--- config.mk ---
export PLATFORM = sky130hd
export DESIGN_NAME = mips_mc_control_fsm_flat
export DESIGN_NICKNAME = d
export VERILOG_FILES = /design/src/rtl/mips_mc_control_fsm_if.sv /design/src/rtl/mips_mc_control_fsm.sv /design/src/flat_wrapper.sv
export SDC_FILE = /design/constraint.sdc
export NUM_CORES = 1
export LEC_CHECK = 0
export ABC_AREA = 1
export CORE_ASPECT_RATIO = 1.5
export CORE_UTILIZATION = 23
export DETAILED_ROUTE_END_ITERATION = 10
export GPL_TIMING_DRIVEN = 0
export HOLD_SLACK_MARGIN = 0.06
export SLEW_MARGIN = 20
export SYNTH_ARGS = -nofsm -noshare
export SYNTH_HDL_FRONTEND = slang
export SYNTH_SLANG_ARGS = --single-unit
export TNS_END_PERCENT = 1
--- constraint.sdc ---
create_clock -name CLK -period 1.45 [get_ports CLK]
set_clock_uncertainty 0.2 [all_clocks]
set_input_delay 0.2175 -clock CLK [delete_from_list [all_inputs] [get_ports CLK]]
set_output_delay 0.2175 -clock CLK [all_outputs]
set_load 0.02 [all_outputs]
--- src/rtl/mips_mc_control_fsm_if.sv ---
// Memory-side handshake bundle between the multi-cycle control FSM and the
// unified instruction/data memory.
//
//   MEM_READY  memory completes the current access this cycle
//   MEM_RD     read strobe (instruction fetch or load)
//   MEM_WR     write strobe (store), held until MEM_READY
//   IorD       address select: 0 = PC, 1 = ALU_REG_OUT
//
// Handshake: an access is requested while MEM_RD or MEM_WR is high. It
// completes on the rising clock edge where MEM_READY is also high. The
// requester holds its strobe and address select steady until that edge.
interface mips_mc_control_fsm_if;
    logic MEM_READY;
    logic MEM_RD;
    logic MEM_WR;
    logic IorD;

    modport master (input MEM_READY, output MEM_RD, output MEM_WR, output IorD);
    modport slave  (output MEM_READY, input MEM_RD, input MEM_WR, input IorD);
endinterface

--- src/rtl/mips_mc_control_fsm.sv ---
// Multi-cycle main control unit for the 32-bit MIPS core.
// Sequences fetch / decode / execute / memory / write-back and raises
// precise exceptions for undefined instructions and signed overflow.
//
// Ports:
//   CLK, RST          clock (rising edge), asynchronous active-low reset
//   Instr             instruction register contents
//   ZF_OUT, OF_OUT    ALU zero / signed-overflow flags (combinational)
//   mem               memory handshake (MEM_READY in; MEM_RD, MEM_WR, IorD out)
//   IR_WE, PC_WE      instruction register / PC load enables
//   PC_SRC            next-PC select
//   EPC_EN            EPC capture enable
//   REG_DATA_SEL      load extension select
//   MEMtoREG          register write-data select
//   ALU_SEL1/2        ALU operand selects
//   Reg_Dest          destination register select
//   REG_WS            register file write
//   CAUSE_EN/SEL      Cause register load and cause code
//   SIGNEXT_SEL       immediate extension (0 sign, 1 zero)
//   ALU_CONTROL       ALU operation
//   STATE             current state encoding (debug)
module mips_mc_control_fsm #(
    parameter int INSTR_WIDTH    = 32,
    parameter int EXC_STATE_WAIT = 0
) (
    input  logic                   CLK,
    input  logic                   RST,
    input  logic [INSTR_WIDTH-1:0] Instr,
    input  logic                   ZF_OUT,
    input  logic                   OF_OUT,
    mips_mc_control_fsm_if.master  mem,
    output logic                   IR_WE,
    output logic                   PC_WE,
    output logic [2:0]             PC_SRC,
    output logic                   EPC_EN,
    output logic [2:0]             REG_DATA_SEL,
    output logic [2:0]             MEMtoREG,
    output logic [2:0]             ALU_SEL2,
    output logic                   ALU_SEL1,
    output logic [1:0]             Reg_Dest,
    output logic                   REG_WS,
    output logic                   CAUSE_EN,
    output logic                   CAUSE_SEL,
    output logic                   SIGNEXT_SEL,
    output logic [3:0]             ALU_CONTROL,
    output logic [4:0]             STATE
);

    typedef enum logic [4:0] {
        RST_ST    = 5'd0,
        FETCH     = 5'd1,
        DECODE    = 5'd2,
        EXEC_R    = 5'd3,
        EXEC_I    = 5'd4,
        WB_R      = 5'd5,
        WB_I      = 5'd6,
        MEM_ADDR  = 5'd7,
        MEM_READ  = 5'd8,
        MEM_WRITE = 5'd9,
        MEM_WB    = 5'd10,
        BRANCH    = 5'd11,
        JUMP      = 5'd12,
        JAL       = 5'd13,
        JR        = 5'd14,
        MFC0      = 5'd15,
        EXC_OVF   = 5'd16,
        EXC_UND   = 5'd17,
        EXC_WAIT  = 5'd18
    } state_t;

    localparam logic [3:0] ALU_AND = 4'b0000;
    localparam logic [3:0] ALU_OR  = 4'b0001;
    localparam logic [3:0] ALU_ADD = 4'b0010;
    localparam logic [3:0] ALU_SUB = 4'b0110;
    localparam logic [3:0] ALU_SLT = 4'b0111;
    localparam logic [3:0] ALU_SLL = 4'b1000;
    localparam logic [3:0] ALU_SRL = 4'b1001;

    localparam logic [5:0] OP_RTYPE = 6'h00, OP_J    = 6'h02, OP_JAL  = 6'h03;
    localparam logic [5:0] OP_BEQ   = 6'h04, OP_BNE  = 6'h05, OP_ADDI = 6'h08;
    localparam logic [5:0] OP_ANDI  = 6'h0C, OP_ORI  = 6'h0D, OP_COP0 = 6'h10;
    localparam logic [5:0] OP_LB    = 6'h20, OP_LH   = 6'h21, OP_LW   = 6'h23;
    localparam logic [5:0] OP_LBU   = 6'h24, OP_LHU  = 6'h25, OP_SW   = 6'h2B;

    localparam logic [5:0] FN_SLL = 6'h00, FN_SRL = 6'h02, FN_JR  = 6'h08;
    localparam logic [5:0] FN_ADD = 6'h20, FN_SUB = 6'h22, FN_AND = 6'h24;
    localparam logic [5:0] FN_OR  = 6'h25, FN_SLT = 6'h2A;

    // Last value of the wait counter before returning to FETCH; only
    // meaningful when EXC_STATE_WAIT is non-zero.
    localparam logic [3:0] WAIT_LAST = 4'(EXC_STATE_WAIT - 1);

    state_t     state, state_nxt;
    logic [3:0] wait_cnt;

    logic [5:0] op, funct;
    logic [4:0] rs, rd;
    logic       r_alu_op, is_load;
    logic [3:0] r_alu_ctrl;
    logic       unused_instr_bits;

    assign op    = Instr[31:26];
    assign rs    = Instr[25:21];
    assign rd    = Instr[15:11];
    assign funct = Instr[5:0];
    assign unused_instr_bits = ^{Instr[20:16], Instr[10:6]};

    always_comb begin
        r_alu_op   = 1'b1;
        r_alu_ctrl = ALU_ADD;
        case (funct)
            FN_ADD:  r_alu_ctrl = ALU_ADD;
            FN_SUB:  r_alu_ctrl = ALU_SUB;
            FN_AND:  r_alu_ctrl = ALU_AND;
            FN_OR:   r_alu_ctrl = ALU_OR;
            FN_SLT:  r_alu_ctrl = ALU_SLT;
            FN_SLL:  r_alu_ctrl = ALU_SLL;
            FN_SRL:  r_alu_ctrl = ALU_SRL;
            default: r_alu_op   = 1'b0;
        endcase
    end

    assign is_load = (op == OP_LW) || (op == OP_LH) || (op == OP_LHU) ||
                     (op == OP_LB) || (op == OP_LBU);

    always_ff @(posedge CLK or negedge RST) begin
        if (!RST) begin
            state    <= RST_ST;
            wait_cnt <= 4'd0;
        end else begin
            state    <= state_nxt;
            wait_cnt <= (state == EXC_WAIT) ? wait_cnt + 4'd1 : 4'd0;
        end
    end

    always_comb begin
        state_nxt    = state;
        mem.MEM_RD   = 1'b0;
        mem.MEM_WR   = 1'b0;
        mem.IorD     = 1'b0;
        IR_WE        = 1'b0;
        PC_WE        = 1'b0;
        PC_SRC       = 3'd0;
        EPC_EN       = 1'b0;
        REG_DATA_SEL = 3'd0;
        MEMtoREG     = 3'd0;
        ALU_SEL2     = 3'd0;
        ALU_SEL1     = 1'b0;
        Reg_Dest     = 2'd0;
        REG_WS       = 1'b0;
        CAUSE_EN     = 1'b0;
        CAUSE_SEL    = 1'b0;
        SIGNEXT_SEL  = 1'b0;
        ALU_CONTROL  = ALU_AND;

        case (state)
            RST_ST: state_nxt = FETCH;

            FETCH: begin
                // PC+4 is computed and loaded in the same cycle the fetch completes.
                mem.MEM_RD  = 1'b1;
                ALU_SEL2    = 3'd1;
                ALU_CONTROL = ALU_ADD;
                IR_WE       = mem.MEM_READY;
                PC_WE       = mem.MEM_READY;
                if (mem.MEM_READY) state_nxt = DECODE;
            end

            DECODE: begin
                // Branch target (PC+4 + imm<<2) is speculatively parked in ALU_REG.
                ALU_SEL2    = 3'd3;
                ALU_CONTROL = ALU_ADD;
                if (is_load || op == OP_SW)                 state_nxt = MEM_ADDR;
                else if (op == OP_RTYPE && r_alu_op)        state_nxt = EXEC_R;
                else if (op == OP_RTYPE && funct == FN_JR)  state_nxt = JR;
                else if (op == OP_ADDI || op == OP_ANDI || op == OP_ORI)
                                                            state_nxt = EXEC_I;
                else if (op == OP_BEQ || op == OP_BNE)      state_nxt = BRANCH;
                else if (op == OP_J)                        state_nxt = JUMP;
                else if (op == OP_JAL)                      state_nxt = JAL;
                else if (op == OP_COP0 && rs == 5'd0)       state_nxt = MFC0;
                else                                        state_nxt = EXC_UND;
            end

            EXEC_R: begin
                ALU_SEL1    = 1'b1;
                ALU_CONTROL = r_alu_ctrl;
                if (OF_OUT && (funct == FN_ADD || funct == FN_SUB)) state_nxt = EXC_OVF;
                else                                                state_nxt = WB_R;
            end

            EXEC_I: begin
                ALU_SEL1 = 1'b1;
                ALU_SEL2 = 3'd2;
                if (op == OP_ADDI) begin
                    ALU_CONTROL = ALU_ADD;
                end else begin
                    SIGNEXT_SEL = 1'b1;
                    ALU_CONTROL = (op == OP_ANDI) ? ALU_AND : ALU_OR;
                end
                if (op == OP_ADDI && OF_OUT) state_nxt = EXC_OVF;
                else                         state_nxt = WB_I;
            end

            WB_R: begin
                REG_WS    = 1'b1;
                Reg_Dest  = 2'd1;
                state_nxt = FETCH;
            end

            WB_I: begin
                REG_WS    = 1'b1;
                state_nxt = FETCH;
            end

            MEM_ADDR: begin
                ALU_SEL1    = 1'b1;
                ALU_SEL2    = 3'd2;
                ALU_CONTROL = ALU_ADD;
                state_nxt   = (op == OP_SW) ? MEM_WRITE : MEM_READ;
            end

            MEM_READ: begin
                mem.MEM_RD = 1'b1;
                mem.IorD   = 1'b1;
                if (mem.MEM_READY) state_nxt = MEM_WB;
            end

            MEM_WRITE: begin
                mem.MEM_WR = 1'b1;
                mem.IorD   = 1'b1;
                if (mem.MEM_READY) state_nxt = FETCH;
            end

            MEM_WB: begin
                REG_WS   = 1'b1;
                MEMtoREG = 3'd4;
                case (op)
                    OP_LBU:  REG_DATA_SEL = 3'd1;
                    OP_LB:   REG_DATA_SEL = 3'd2;
                    OP_LHU:  REG_DATA_SEL = 3'd3;
                    OP_LH:   REG_DATA_SEL = 3'd4;
                    default: REG_DATA_SEL = 3'd0;
                endcase
                state_nxt = FETCH;
            end

            BRANCH: begin
                ALU_SEL1    = 1'b1;
                ALU_CONTROL = ALU_SUB;
                PC_SRC      = 3'd1;
                PC_WE       = (op == OP_BNE) ? ~ZF_OUT : ZF_OUT;
                state_nxt   = FETCH;
            end

            JUMP: begin
                PC_SRC    = 3'd2;
                PC_WE     = 1'b1;
                state_nxt = FETCH;
            end

            JAL: begin
                // PC already holds PC+4 here, so it is the return address.
                PC_SRC    = 3'd2;
                PC_WE     = 1'b1;
                REG_WS    = 1'b1;
                Reg_Dest  = 2'd2;
                MEMtoREG  = 3'd5;
                state_nxt = FETCH;
            end

            JR: begin
                PC_SRC    = 3'd3;
                PC_WE     = 1'b1;
                state_nxt = FETCH;
            end

            MFC0: begin
                // Only EPC (14) and Cause (13) exist; other CP0 registers trap
                // without touching the register file.
                if (rd == 5'd14) begin
                    REG_WS    = 1'b1;
                    MEMtoREG  = 3'd2;
                    state_nxt = FETCH;
                end else if (rd == 5'd13) begin
                    REG_WS    = 1'b1;
                    MEMtoREG  = 3'd3;
                    state_nxt = FETCH;
                end else begin
                    state_nxt = EXC_UND;
                end
            end

            EXC_OVF, EXC_UND: begin
                EPC_EN    = 1'b1;
                CAUSE_EN  = 1'b1;
                CAUSE_SEL = (state == EXC_OVF);
                PC_SRC    = 3'd4;
                PC_WE     = 1'b1;
                state_nxt = (EXC_STATE_WAIT == 0) ? FETCH : EXC_WAIT;
            end

            EXC_WAIT: begin
                if (wait_cnt == WAIT_LAST) state_nxt = FETCH;
            end

            default: state_nxt = RST_ST;
        endcase
    end

    assign STATE = state;

endmodule
--- src/flat_wrapper.sv ---
// flat-port wrapper written by rule: the top's interface ports become plain ports
module mips_mc_control_fsm_flat 
#(
    parameter int INSTR_WIDTH    = 32,
    parameter int EXC_STATE_WAIT = 0
)
  (CLK, RST, Instr, ZF_OUT, OF_OUT, IR_WE, PC_WE, PC_SRC, EPC_EN, REG_DATA_SEL, MEMtoREG, ALU_SEL2, ALU_SEL1, Reg_Dest, REG_WS, CAUSE_EN, CAUSE_SEL, SIGNEXT_SEL, ALU_CONTROL, STATE, mem_MEM_READY, mem_MEM_RD, mem_MEM_WR, mem_IorD);
  mips_mc_control_fsm_if mem_i ();
  input  logic CLK;
  input  logic RST;
  input  logic [INSTR_WIDTH-1:0] Instr;
  input  logic ZF_OUT;
  input  logic OF_OUT;
  output logic IR_WE;
  output logic PC_WE;
  output logic [2:0] PC_SRC;
  output logic EPC_EN;
  output logic [2:0] REG_DATA_SEL;
  output logic [2:0] MEMtoREG;
  output logic [2:0] ALU_SEL2;
  output logic ALU_SEL1;
  output logic [1:0] Reg_Dest;
  output logic REG_WS;
  output logic CAUSE_EN;
  output logic CAUSE_SEL;
  output logic SIGNEXT_SEL;
  output logic [3:0] ALU_CONTROL;
  output logic [4:0] STATE;
  input wire logic [$bits(mem_i.MEM_READY)-1:0] mem_MEM_READY;
  output wire logic [$bits(mem_i.MEM_RD)-1:0] mem_MEM_RD;
  output wire logic [$bits(mem_i.MEM_WR)-1:0] mem_MEM_WR;
  output wire logic [$bits(mem_i.IorD)-1:0] mem_IorD;
  assign mem_i.MEM_READY = mem_MEM_READY;
  assign mem_MEM_RD = mem_i.MEM_RD;
  assign mem_MEM_WR = mem_i.MEM_WR;
  assign mem_IorD = mem_i.IorD;
  mips_mc_control_fsm #(.INSTR_WIDTH(INSTR_WIDTH), .EXC_STATE_WAIT(EXC_STATE_WAIT)) u_core (.CLK(CLK), .RST(RST), .Instr(Instr), .ZF_OUT(ZF_OUT), .OF_OUT(OF_OUT), .mem(mem_i), .IR_WE(IR_WE), .PC_WE(PC_WE), .PC_SRC(PC_SRC), .EPC_EN(EPC_EN), .REG_DATA_SEL(REG_DATA_SEL), .MEMtoREG(MEMtoREG), .ALU_SEL2(ALU_SEL2), .ALU_SEL1(ALU_SEL1), .Reg_Dest(Reg_Dest), .REG_WS(REG_WS), .CAUSE_EN(CAUSE_EN), .CAUSE_SEL(CAUSE_SEL), .SIGNEXT_SEL(SIGNEXT_SEL), .ALU_CONTROL(ALU_CONTROL), .STATE(STATE));
endmodule
==> run_results.csv <==
group,metric,value,unit
timing,whs,0.0828,ns
power,p_leak,1.14,nW
synth,ys_types,26,
route,routedWlPerCell,11.4,µm
placed_design,gp_congestion,0.818,
grt,grt_antenna_before_repair,0,
synth,syn-cell-area,1230,µm²
worst_setup_path,crit_path_end_kind,"output port",
synth,synthMostInstantiatedCell,"nor2_1",
hold_path,min_path_type,"in2async",
route,drt_iter0_drc,36,
synth,synth_edf_count,0,
power,p_per_area,1380,nW/µm²
worst_setup_path,cp_max_fo,4,
clock_tree,clkSlewWorstSetupHoldPaths,0.04,ns
clock_tree,cts_tree,"yes",
timing,fmax,494,MHz
placed_design,placedInstanceArea,1970,µm²
power,fin_total_pwr,3.08,mW
power,p_clk_share,9.5,%
floorplan,rows,32,
worst_setup_path,criticalPathCategory,"reg2out",
route,drt_wl_total,4.28,mm
worst_setup_path,cp-startpoint,"u_core.STATE[2]$_DFFE_PN0P_",
clock_tree,hold_buffers,0,
worst_setup_path,arrival,1.61,ns
run_status,run_status,"finished with violations",
clock_tree,clk_latency,0.23,ns
grt,grt_use_total,16.3,%
worst_setup_path,crit_path_max_incr_delay,0.45,ns
synth,synth.avg_cell_area,5.48,µm²
timing,fin_tns_setup,-12.51,ns
floorplan,die-area,5640,µm²
synth,synthesis.nets,262,
route,drc,0,
floorplan,start_util,24.0,%
synth,synth_top_area_cell,"dfrtp_1",
placed_design,port_buffers,59,
worst_setup_path,r2r_start,"u_core.STATE[2]$_DFFE_PN0P_",
floorplan,chipHeight,91.5,µm
floorplan,ios,71,
flow_run,maxCapViolations,0,
clock_tree,htreeDepth,1,
clock_tree,cts.sinks,9,
synth,synth_top_cell_area_share,18.3,%
floorplan,coreArea,5120,µm²
power,ir_drop,660,µV
timing,slew_viol_final,0,
grt,grt_pass1_vias,1666,
run_status,failed_checks,"negative setup slack",
synth,synth.area.top_cells,"dfrtp_1, nor2_1, nand2_1, inv_1, nand3_1",
worst_setup_path,worstSetupStartpointType,"register",
clock_tree,ctsLongestPathBuffers,2,
grt,gr-total-overflow,0,
route,drtPass1Iterations,4,
worst_setup_path,critical_path_required,1.03,ns
route,postRouteAntennaNets,0,
layout,n_antenna_cell,0,
grt,grt_pass1_wl,7.18,mm
layout,final_area,2230,µm²
worst_setup_path,crit_chain,"inv_4 > nor3_4 > buf_4 > nand2_4 > nand2_2 > nor3b_2 > o221ai_2 > buf_4",
placed_design,preCtsSetupSlack,-1.06,ns
timing,hold_viol,0,
worst_setup_path,critPathSlowestCell,"dfrtp_2",
route,avgViaCountPerCell,4.55,
power,switching_share,51.2,%
synth,ys_seq_area_share,18.3,%
synth,synth_commonest_cells,"nor2_1, nand2_1, inv_1",
layout,fill_cells,591,
clock_tree,cts_root_buf,"clkbuf_8",
timing,finalSetupViolations,33,
timing,rsz0062_at_grt,"yes",
power,pwr-share-comb,76.3,%
clock_tree,cts_made_buffers,3,
synth,syn_inst,224,
grt,grt_max_degree,10,
timing,min_period_over_period,140,%
synth,synth-main-ff-cell,"dfrtp_1",
power,netSwitchingPower,1.58,mW
worst_setup_path,crit_top_cell,"buf_4",
timing,min_period,2.02,ns
layout,drive_gt1_share,41.4,%
synth,async_flop_share,100,%
power,p_int,1.50,mW
synth,yosysWarnings,0,
layout,fin_nets,346,
power,seqPwrFrac,14.2,%
synth,synth-seq-cells,9,
floorplan,chipWidth,61.6,µm
timing,setup_ws,-0.574,ns
layout,syn_to_final_growth,82.0,%
placed_design,dp_hpwl,3.37,mm
route,via_count,1708,
[flip-flops by register name, indices dropped and copies added (netlist names)]
name	flops
u_core.STATE	5
u_core.wait_cnt	4
[placed cells by master (no fill, tap or decap), types with 5 or more instances in the layout]
master / synthesis / final
a21oi_1: 6 / 5
buf_2: 0 / 7
buf_4: 3 / 38
buf_6: 0 / 10
clkdlybuf4s50_1: 0 / 19
dfrtp_2: 0 / 5
dlygate4sd2_1: 0 / 8
inv_1: 36 / 24
inv_2: 4 / 13
nand2_1: 39 / 31
nand2_2: 3 / 6
nand2_4: 0 / 5
nand3_1: 27 / 24
nand4_1: 8 / 8
nor2_1: 49 / 35
nor2_2: 7 / 12
nor2_4: 0 / 9
o21ai_1: 2 / 6
[power by group through the flow]
stage | Combinational [mW] | Sequential, mW | Clock, mW
final | 2.35 | 0.437 | 0.293
after floorplan | 1.15 | 0.458 | 0
after global placement | 1.96 | 0.419 | 0
after detailed placement | 1.97 | 0.418 | 0
after global routing | 2.54 | 0.447 | 0.310
after CTS | 2.25 | 0.435 | 0.295
[metal layers]
metal / routed length (µm) / vias up / track usage [%]
met3: 145 / 9 / 1.99
met5: 0 / - / 0
met2: 2360 / 39 / 30.8
li1: - / 895 / -
met1: 1700 / 765 / 17.4
met4: 74 / 0 / 5.00
[path summary, 6_finish.rpt]
kind | slack [ns] | cells after the start | end
max | -0.57 | 8 | ALU_CONTROL[1]
min | 0.08 | 1 | u_core.wait_cnt[0]$_DFF_PN0_
max reg2reg | -0.41 | 11 | u_core.STATE[0]$_DFFE_PN0P_
min reg2reg | 0.27 | 1 | u_core.wait_cnt[0]$_DFF_PN0_
max in group asynchronous | 0.65 | 1 | u_core.STATE[1]$_DFFE_PN0P_
min in group CLK | 0.27 | 1 | u_core.wait_cnt[0]$_DFF_PN0_
[cell families (layout without fill, tap and decap cells)]
logic type | count (synthesis) | in the layout | share of synthesized area (%)
and+or+nand+nor | 145 | 145 | 54.0
buffers and inverters | 43 | 126 | 14.1
AOI/OAI and AO/OA | 25 | 25 | 12.2
DFF | 9 | 9 | 18.3
adders and majority gates | 1 | 1 | 1.02
other | 1 | 1 | 0.306
[through the flow]
step	instances	util, %
6_report	375	43.6
5_1_grt	375	43.6
4_1_cts	371	42.5
3_5_place_dp	351	38.4
3_3_place_gp	351	38.4
2_1_floorplan	224	-
[worst max-delay path, delay by kind of cell, from the launching register on]
family,cells,cell delay [ns]
flops,1,0.45
compound gates,1,0.11
buf+inv,3,0.42
simple gates,4,0.38
[cell type report]
type | instances | area [µm²] | area share (%)
buffer | 3 | 26.3 | 1.18
clock buffer | 4 | 45.0 | 2.02
inverter | 40 | 158 | 7.06
multi-input combinational | 172 | 1020 | 45.7
sequential | 9 | 231 | 10.4
tap | 68 | 85.1 | 3.81
timing repair buffer | 79 | 667 | 29.9
[what timing repair did]
item,4_1_cts,5_1_grt
pin swaps,10,6
buffers inserted,16,4
resized for setup,204,15
endpoints found under the setup margin,39,37
cloned,0,0
No activity file was read; power rests on OpenSTA's default activity.
